===== src/rtl/seq_divider.sv =====
// Purpose : multi-cycle restoring divider for MIPS div/divu, one quotient bit per clock.
// Latency : done_o pulses WIDTH+1 edges after the accept edge, independent of operands
//           (zero divisor with SEQ_DIVIDER_ZERO_FAST_EN: 2 edges).
// Backpres: no input handshake; start_i is honoured only while idle (busy_o low) and dropped otherwise.
//
// Optional feature macro: SEQ_DIVIDER_ZERO_FAST_EN
//   defined   -> a zero divisor skips the iteration phase and completes early
//   undefined -> every operation, including divide-by-zero, takes the full latency
//
// Ports:
//   clk_i        rising-edge clock
//   rst_i        asynchronous, active-high reset
//   start_i      request, sampled only when idle
//   signed_i     1 = div (two's complement), 0 = divu; captured with start_i
//   src1_i       dividend (rs); captured with start_i
//   src2_i       divisor (rt); captured with start_i
//   busy_o       high from the accept edge until done_o asserts
//   done_o       one-cycle pulse, results valid
//   quotient_o   quotient (LO), held until the next done_o
//   remainder_o  remainder (HI), held until the next done_o
//   div_zero_o   divisor was zero, updated with done_o and held

module seq_divider #(
  parameter int WIDTH = 32,
  parameter int CNT_W = 6
) (
  input  logic             clk_i,
  input  logic             rst_i,
  input  logic             start_i,
  input  logic             signed_i,
  input  logic [WIDTH-1:0] src1_i,
  input  logic [WIDTH-1:0] src2_i,
  output logic             busy_o,
  output logic             done_o,
  output logic [WIDTH-1:0] quotient_o,
  output logic [WIDTH-1:0] remainder_o,
  output logic             div_zero_o
);

  typedef enum logic [1:0] {
    ST_IDLE = 2'd0,
    ST_RUN  = 2'd1,
    ST_FIX  = 2'd2
  } state_t;

  localparam logic [CNT_W-1:0] CNT_ONE  = CNT_W'(1);
  localparam logic [CNT_W-1:0] CNT_INIT = CNT_W'(WIDTH);

  // ---------------------------------------------------------------------------
  // State
  // ---------------------------------------------------------------------------
  state_t             state_q,     state_d;
  logic [CNT_W-1:0]   cnt_q,       cnt_d;
  logic               neg_dvd_q,   neg_dvd_d;    // dividend was negative (signed op)
  logic               neg_dvs_q,   neg_dvs_d;    // divisor was negative (signed op)
  logic               zero_q,      zero_d;       // divisor was zero
  logic [WIDTH-1:0]   dvs_q,       dvs_d;        // divisor magnitude
  logic [WIDTH-1:0]   dvd_raw_q,   dvd_raw_d;    // untouched dividend for the div-by-zero result
  logic [WIDTH-1:0]   rem_q,       rem_d;        // partial remainder
  logic [WIDTH-1:0]   quo_q,       quo_d;        // dividend bits shifting out, quotient bits in
  logic [WIDTH-1:0]   quotient_q,  quotient_d;
  logic [WIDTH-1:0]   remainder_q, remainder_d;
  logic               div_zero_q,  div_zero_d;
  logic               done_q,      done_d;

  // ---------------------------------------------------------------------------
  // Operand conditioning at accept
  // ---------------------------------------------------------------------------
  logic             src1_neg;
  logic             src2_neg;
  logic [WIDTH-1:0] src1_mag;
  logic [WIDTH-1:0] src2_mag;

  // The most-negative value negates to itself, which read as unsigned is
  // exactly its magnitude 2^(WIDTH-1), so no special handling is needed.
  assign src1_neg = signed_i & src1_i[WIDTH-1];
  assign src2_neg = signed_i & src2_i[WIDTH-1];
  assign src1_mag = src1_neg ? -src1_i : src1_i;
  assign src2_mag = src2_neg ? -src2_i : src2_i;

  // ---------------------------------------------------------------------------
  // One restoring step
  // ---------------------------------------------------------------------------
  // The shifted remainder needs WIDTH+1 bits: rem < divisor before the shift,
  // so after it rem can reach 2*divisor-1, which overflows WIDTH bits for
  // large divisors.
  logic [WIDTH:0]   rem_shift;
  logic [WIDTH:0]   rem_sub;
  logic             rem_ge;

  assign rem_shift = {rem_q, quo_q[WIDTH-1]};
  assign rem_sub   = rem_shift - {1'b0, dvs_q};
  assign rem_ge    = (rem_shift >= {1'b0, dvs_q});

  // ---------------------------------------------------------------------------
  // Sign correction applied on the final edge
  // ---------------------------------------------------------------------------
  logic [WIDTH-1:0] quo_fix;
  logic [WIDTH-1:0] rem_fix;

  // Quotient truncates toward zero; remainder follows the dividend's sign.
  assign quo_fix = (neg_dvd_q ^ neg_dvs_q) ? -quo_q : quo_q;
  assign rem_fix = neg_dvd_q ? -rem_q : rem_q;

  // ---------------------------------------------------------------------------
  // Next-state logic
  // ---------------------------------------------------------------------------
  always_comb begin
    state_d     = state_q;
    cnt_d       = cnt_q;
    neg_dvd_d   = neg_dvd_q;
    neg_dvs_d   = neg_dvs_q;
    zero_d      = zero_q;
    dvs_d       = dvs_q;
    dvd_raw_d   = dvd_raw_q;
    rem_d       = rem_q;
    quo_d       = quo_q;
    quotient_d  = quotient_q;
    remainder_d = remainder_q;
    div_zero_d  = div_zero_q;
    done_d      = 1'b0;

    unique case (state_q)
      ST_IDLE: begin
        if (start_i) begin
          neg_dvd_d = src1_neg;
          neg_dvs_d = src2_neg;
          zero_d    = (src2_i == '0);
          dvs_d     = src2_mag;
          dvd_raw_d = src1_i;
          rem_d     = '0;
          quo_d     = src1_mag;
`ifdef SEQ_DIVIDER_ZERO_FAST_EN
          if (src2_i == '0) begin
            // The result is fixed, so iterating is pointless. One counter tick
            // is left so FIX dwells a cycle before completing.
            state_d = ST_FIX;
            cnt_d   = CNT_ONE;
          end else begin
            state_d = ST_RUN;
            cnt_d   = CNT_INIT;
          end
`else
          state_d   = ST_RUN;
          cnt_d     = CNT_INIT;
`endif
        end
      end

      ST_RUN: begin
        if (rem_ge) begin
          rem_d = rem_sub[WIDTH-1:0];
          quo_d = {quo_q[WIDTH-2:0], 1'b1};
        end else begin
          rem_d = rem_shift[WIDTH-1:0];
          quo_d = {quo_q[WIDTH-2:0], 1'b0};
        end
        cnt_d = cnt_q - CNT_ONE;
        if (cnt_q == CNT_ONE) begin
          state_d = ST_FIX;
        end
      end

      ST_FIX: begin
`ifdef SEQ_DIVIDER_ZERO_FAST_EN
        if (cnt_q != '0) begin
          // Dwell cycle of the fast zero-divisor path.
          cnt_d = cnt_q - CNT_ONE;
        end else begin
          quotient_d  = zero_q ? '1 : quo_fix;
          remainder_d = zero_q ? dvd_raw_q : rem_fix;
          div_zero_d  = zero_q;
          done_d      = 1'b1;
          state_d     = ST_IDLE;
        end
`else
        // A zero divisor bypasses sign correction: all-ones quotient and the
        // original dividend as remainder, for both div and divu.
        quotient_d  = zero_q ? '1 : quo_fix;
        remainder_d = zero_q ? dvd_raw_q : rem_fix;
        div_zero_d  = zero_q;
        done_d      = 1'b1;
        state_d     = ST_IDLE;
`endif
      end

      default: begin
        state_d = ST_IDLE;
      end
    endcase
  end

  // ---------------------------------------------------------------------------
  // Registers
  // ---------------------------------------------------------------------------
  always_ff @(posedge clk_i or posedge rst_i) begin
    if (rst_i) begin
      state_q     <= ST_IDLE;
      cnt_q       <= '0;
      neg_dvd_q   <= 1'b0;
      neg_dvs_q   <= 1'b0;
      zero_q      <= 1'b0;
      dvs_q       <= '0;
      dvd_raw_q   <= '0;
      rem_q       <= '0;
      quo_q       <= '0;
      quotient_q  <= '0;
      remainder_q <= '0;
      div_zero_q  <= 1'b0;
      done_q      <= 1'b0;
    end else begin
      state_q     <= state_d;
      cnt_q       <= cnt_d;
      neg_dvd_q   <= neg_dvd_d;
      neg_dvs_q   <= neg_dvs_d;
      zero_q      <= zero_d;
      dvs_q       <= dvs_d;
      dvd_raw_q   <= dvd_raw_d;
      rem_q       <= rem_d;
      quo_q       <= quo_d;
      quotient_q  <= quotient_d;
      remainder_q <= remainder_d;
      div_zero_q  <= div_zero_d;
      done_q      <= done_d;
    end
  end

  // ---------------------------------------------------------------------------
  // Outputs
  // ---------------------------------------------------------------------------
  assign busy_o      = (state_q != ST_IDLE);
  assign done_o      = done_q;
  assign quotient_o  = quotient_q;
  assign remainder_o = remainder_q;
  assign div_zero_o  = div_zero_q;

endmodule

===== config.mk =====
export PLATFORM = sky130hd
export DESIGN_NAME = seq_divider
export DESIGN_NICKNAME = d
export VERILOG_FILES = /design/src/rtl/seq_divider.sv
export SDC_FILE = /design/constraint.sdc
export NUM_CORES = 1
export LEC_CHECK = 0
export ABC_AREA = 1
export CORE_ASPECT_RATIO = 1.5
export CORE_UTILIZATION = 55
export CTS_CLUSTER_SIZE = 30
export DETAILED_ROUTE_END_ITERATION = 12
export PLACE_DENSITY_LB_ADDON = 0.2
export REMOVE_ABC_BUFFERS = 1
export SYNTH_ARGS = -nofsm -noshare
export SYNTH_HDL_FRONTEND = slang
export SYNTH_SLANG_ARGS = --single-unit
export TNS_END_PERCENT = 30

===== constraint.sdc =====
create_clock -name clk_i -period 9.15 [get_ports clk_i]
set_input_delay 1.83 -clock clk_i [delete_from_list [all_inputs] [get_ports clk_i]]
set_output_delay 1.83 -clock clk_i [all_outputs]
set_load 0.01 [all_outputs]

# Yosys cells after proc, flatten, opt, wreduce, memory -nomap -nowiden
# Cells that the tools add are included.
# totals
reg_bits,205
in_bits,68
output_inout_bits,67
wordCells,53
# op_classes
n_addsub,6
magnitude_cmp,1
eq_ne,5
muxes,18
bitwise_logic,3
n_reduce_logical,7
# op_table
op,count
two-way mux 32 bit,9
negation 32 bit,4
one-hot mux 32 bit (2 select lines),2
greater-or-equal comparator 33 x 32 -> 1 bit,1
logical NOT 32 bit,1
subtractor 32 bit,1
one-hot mux 6 bit (2 select lines),1
"== test 6 x 1 -> 1 bit, second input constant",1
two-way mux 6 bit,1
AND reduction 2 bit,3
"subtractor 6 x 1 -> 6 bit, second input constant",1
two-way mux 2 bit,2
"inequality test 2 bit, second input constant",2
one-hot mux 2 bit (2 select lines),1
nonzero test 2 bit,2
AND 1 bit,2
"== test 2 x 1 -> 1 bit, second input constant",1
"== test 2 bit, second input constant",1
logical NOT 2 bit,1
two-way mux 1 bit,2
XOR 1 bit,1

# Longest topological paths before layout
# depth
depth_word,4
ltp_mapped,16
mapped_depth_nobuf,16

# Worst setup path before layout
# OpenSTA, ideal clock, no wires.
# synth_path
kind,input-to-reg
startpoint,input src1_i[0]
endpoint,register quo_q[28]
setup_ns,0.127
t_arrival_ns,3.002
required_ns,9.023
slack_ns,6.021
cell_stages,9
n_path_buf,0
cell_sequence,inv_1 ha_1 nand4_1 nor2_2 nand4_1 o21ai_2 nand3_1 nand2_1 nand3_1
# synth_via
elab_chain_len,4
# synth_rtl
element,line,text
from (decl),31,"input logic [WIDTH-1:0] src1_i,"
negation 32 bit,78,assign src1_mag = src1_neg ? -src1_i : src1_i;
two-way mux 32 bit,78,
two-way mux 32 bit,125,if (start_i) begin
one-hot mux 32 bit (2 select lines),123,unique case (state_q)
to (signal assigned),220,quo_q <= quo_d;
to (decl),60,"logic [WIDTH-1:0] quo_q, quo_d;"
# No other way between the ends. The select of a mux whose other input is x is not followed.
# A chain may end at the register's enable or synchronous reset.

# Worst setup path after layout
# layout_path
startpoint,input signed_i
endpoint,register dvs_q[25]
# layout_via
elab_chain_len,2
# layout_rtl
element,line,text
from (decl),30,"input logic signed_i,"
AND 1 bit,77,assign src2_neg = signed_i & src2_i[WIDTH-1];
two-way mux 32 bit,79,assign src2_mag = src2_neg ? -src2_i : src2_i;
to (signal assigned),217,dvs_q <= dvs_d;
to (decl),57,"logic [WIDTH-1:0] dvs_q, dvs_d;"
# No other way between the ends.

==> flow_summary_export.csv <==
group,metric,value,unit
finish,final_nets,2405,
power,netSwitchingFraction,49.15,%
clock_tree,post_cts_buffers,0,
worst_setup_path,slowest_delay,0.76,ns
finish,nFillCells,2451,
synthesis,synthCells,2201,
hold_path,hold_path.class,"flop to flop",
route,route.detailed.drc,0,
clock_tree,cts.sinks,205,
synthesis,synth_edf_count,0,
timing,max-slew-margin-rel,35.28,%
synthesis,async_reset_ff_share,100.0,%
floorplanning,die_height,203.1,um
timing,finalCritPeriodShare,42.15,%
grt,grt_first_pass_wirelength,68.29,mm
clock_tree,clockRootBuffer,"clkbuf_16",
worst_setup_path,crit_path_end_kind,"flop",
route,drt_iter0_drc,728,
timing,finalSetupViolCount,0,
route,drt_wl_total,41.71,mm
worst_setup_path,worstReg2RegStart,"rem_q[27]$_DFFE_PP0P_",
worst_setup_path,reg2reg_slack,6.23,ns
synthesis,synth-seq-cells,205,
clock_tree,holdBufCountCts,0,
grt,antenna_found_initial,0,
synthesis,syn_avg_cell_area,6.738,um2
timing,tns,0,ns
route,dr.pass1.iters,6,
power,p_comb_share,58.8,%
timing,finClkSkew,0.008666,ns
worst_setup_path,crit_path_end,"dvs_q[25]$_DFFE_PP0P_",
placed_design,place.detailed.hpwl,32.13,mm
worst_setup_path,crit_top_cell,"nand2_1",
finish,seqCellArea,5130,um2
power,p_int,0.003114,W
route,vias,14300,
timing,hold_violations,0,
clock_tree,cts_buffer_depth,3,
power,power_frac_seq,25.5,%
grt,overflow,0,
synthesis,synthFlopType,"dfrtp_1",
power,p_per_area,358.2,nW/um2
placed_design,portBuffers,134,
finish,drive_gt1_share,7.266,%
power,p_leak,8.519,nW
worst_setup_path,cp_max_fo,30,
worst_setup_path,cp_cell_sequence,"clkdlybuf4s50_1 -> nand2_1 -> inv_1 -> o21ai_0 -> nand2_1 -> nand2_1 -> nand3_1 -> o21ai_0",
finish,fin_cells,2649,
clock_tree,path_clk_slew,0.06,ns
grt,grt_usage,31.48,%
route,via_per_inst,5.397,
floorplanning,ios,135,
worst_setup_path,rr_endpoint,"rem_q[29]$_DFFE_PP0P_",
timing,period_needed,3.857,ns
finish,area_growth,15.27,%
finish,finish.instance_area,17100,um2
worst_setup_path,slowest_stage,"inv_1",
run,max_cap_viol_count,0,
placed_design,place_area,16310,um2
clock_tree,clk_latency,0.51,ns
worst_setup_path,crit_arrival,4.23,ns
worst_setup_path,r2r_cells,11,
worst_setup_path,crit_start,"signed_i",
grt,grt_pass1_vias,14200,
power,switchingPower,0.003010,W
placed_design,place_inst,2611,
route,ant_nets,0,
synthesis,netlist_area,14830,um2
grt,grt_start_max_net_pins,131,
clock_tree,numCtsBuffers,22,
status,status,"finished clean",
power,peakVddDrop,153.0,uV
hold_path,hp-start,"remainder_o[31]$_DFFE_PP0P_",
worst_setup_path,path_class,"input pin to flop",
timing,slew_viol_final,0,
finish,multi_input_area,8104,um2
placed_design,place.gp.congestion,0.9315,
synthesis,ys.warnings.count,0,
timing,worst_pin_slew,0.9708,ns
clock_tree,htreeDepth,1,
synthesis,yosysUniqueCellTypes,57,
timing,fmax,0.2593,GHz
worst_setup_path,cp.required,9.52,ns
floorplanning,num_rows,73,
floorplanning,start_util,55.99,%
finish,final_core_util,64.54,%
clock_tree,cts_tree,"done",
timing,rsz0062_at_grt,"no",
floorplanning,coreArea,26490,um2
worst_setup_path,crit_path_start_kind,"input pin",
floorplanning,die_area,27640,um2
finish,diodes,0,
route,wl_per_cell,15.75,um
synthesis,seq_area_frac_synth,34.59,%
clock_tree,cts_resized,0,
power,p_clk_share,15.7,%
floorplanning,die_w,136.1,um
## how the worst min path moves through the flow
stage                                             end  slack (ns)  cells past startpoint
after detailed placement    dvd_raw_q[11]$_DFFE_PP0P_        0.46                      2
after global placement      dvd_raw_q[11]$_DFFE_PP0P_        0.46                      2
after global routing             dvs_q[7]$_DFFE_PP0P_        0.50                      2
after floorplan             dvd_raw_q[11]$_DFFE_PP0P_        0.44                      2
after CTS                 remainder_o[31]$_DFFE_PP0P_        0.48                      2
final                     remainder_o[31]$_DFFE_PP0P_        0.48                      2
## sequential cells by signal, summed over array words and instances (netlist names)
register / flops
remainder_o: 32
rem_q: 32
state_q: 2
div_zero_o: 1
dvs_q: 32
dvd_raw_q: 32
zero_q: 1
quo_q: 32
neg_dvs_q: 1
done_o: 1
quotient_o: 32
neg_dvd_q: 1
cnt_q: 6
## cell families after synthesis
family                     after synthesis  share of synthesized area [%]
xor gates and xnor gates                69                          4.075
and+or+nand+nor                       1198                          36.07
adders and majority gates               39                          3.341
buffers and inverters                  399                          10.93
muxes                                    1                        0.06750
AOI/OAI and AO/OA                      290                          10.93
DFF                                    205                          34.59
## through the flow
stage | hold slack (ns) | total power (W) | setup WS [ns]
global placement | 0.4621 | 0.005050 | 4.830
floorplan | 0.4436 | 0.004252 | 1.724
finish | 0.4763 | 0.006124 | 5.293
global route | 0.5001 | 0.006718 | 5.108
detailed placement | 0.4621 | 0.005146 | 4.787
CTS | 0.4819 | 0.006135 | 5.329
## power groups by stage
stage	Combinational, W	Clock (W)	Sequential (W)
4_1_cts	0.00361	0.000976	0.00155
2_1_floorplan	0.00277	0	0.00148
5_1_grt	0.00411	0.00100	0.00160
3_5_place_dp	0.00358	0	0.00156
3_3_place_gp	0.00350	0	0.00156
6_report	0.00360	0.000963	0.00156
## synthesized netlist by cell type, types with 9 or more instances
library cell  number  area share (%)
clkbuf_1          47             1.2
xor2_1            50             3.0
inv_1            316             8.0
nand3_1          191             6.4
o211ai_1           9            0.46
o22ai_1           10            0.42
ha_1              38             3.2
nand3_2           22             1.5
xnor2_1           19             1.1
dfrtp_1          205              35
nand3b_1           9            0.46
nand2_1          631              16
nand2_2           48             2.0
a22oi_1           32             1.6
a21oi_1           79             2.7
inv_2              9            0.23
or2_2              9            0.38
a31oi_1           14            0.59
nor2_1           201             5.1
nand4_1           25             1.1
o21ai_0          131             4.4
nor3_1            21            0.71
nor2_2            11            0.46
## per-layer routing
metal  track usage (%)  vias to the layer above  wire length (um)
li1                  -                     7220                 -
met1             32.49                     6616             15500
met2             58.50                      339             21780
met3             2.797                      122              1402
met4             22.14                        0              3031
met5                 0                        -                 0
## critical path, delay by kind of cell
family,cells,cell delay (ns)
buf+inv,2,1.40
simple gates,4,0.63
compound gates,2,0.34
## cell usage in the layout, fill, tap and decap left out, types with 10 or more instances in the layout
| master | n |
|---|---|
| buf_4 | 10 |
| clkdlybuf4s50_1 | 134 |
| xor2_1 | 50 |
| inv_1 | 315 |
| xnor2_1 | 19 |
| nor2_2 | 12 |
| dfrtp_1 | 205 |
| ha_1 | 38 |
| nand3_2 | 22 |
| nand2_2 | 48 |
| o21ai_0 | 131 |
| nand3_1 | 191 |
| a22oi_1 | 32 |
| nand4_1 | 25 |
| a31oi_1 | 14 |
| nor2_1 | 198 |
| nor3_1 | 21 |
| nand2_1 | 630 |
| o22ai_1 | 10 |
| a21oi_1 | 79 |
| clkbuf_16 | 23 |
## area by class of cell
class	instances	area share, %
multi-input cells	1597	47.41
clock buffers	34	4.135
clock inverters	4	0.4538
well taps	337	2.467
repair buffers	144	8.285
inverters	328	7.246
flip-flops and latches	205	30.01
Note: power is estimated with default switching activity, not from simulation.
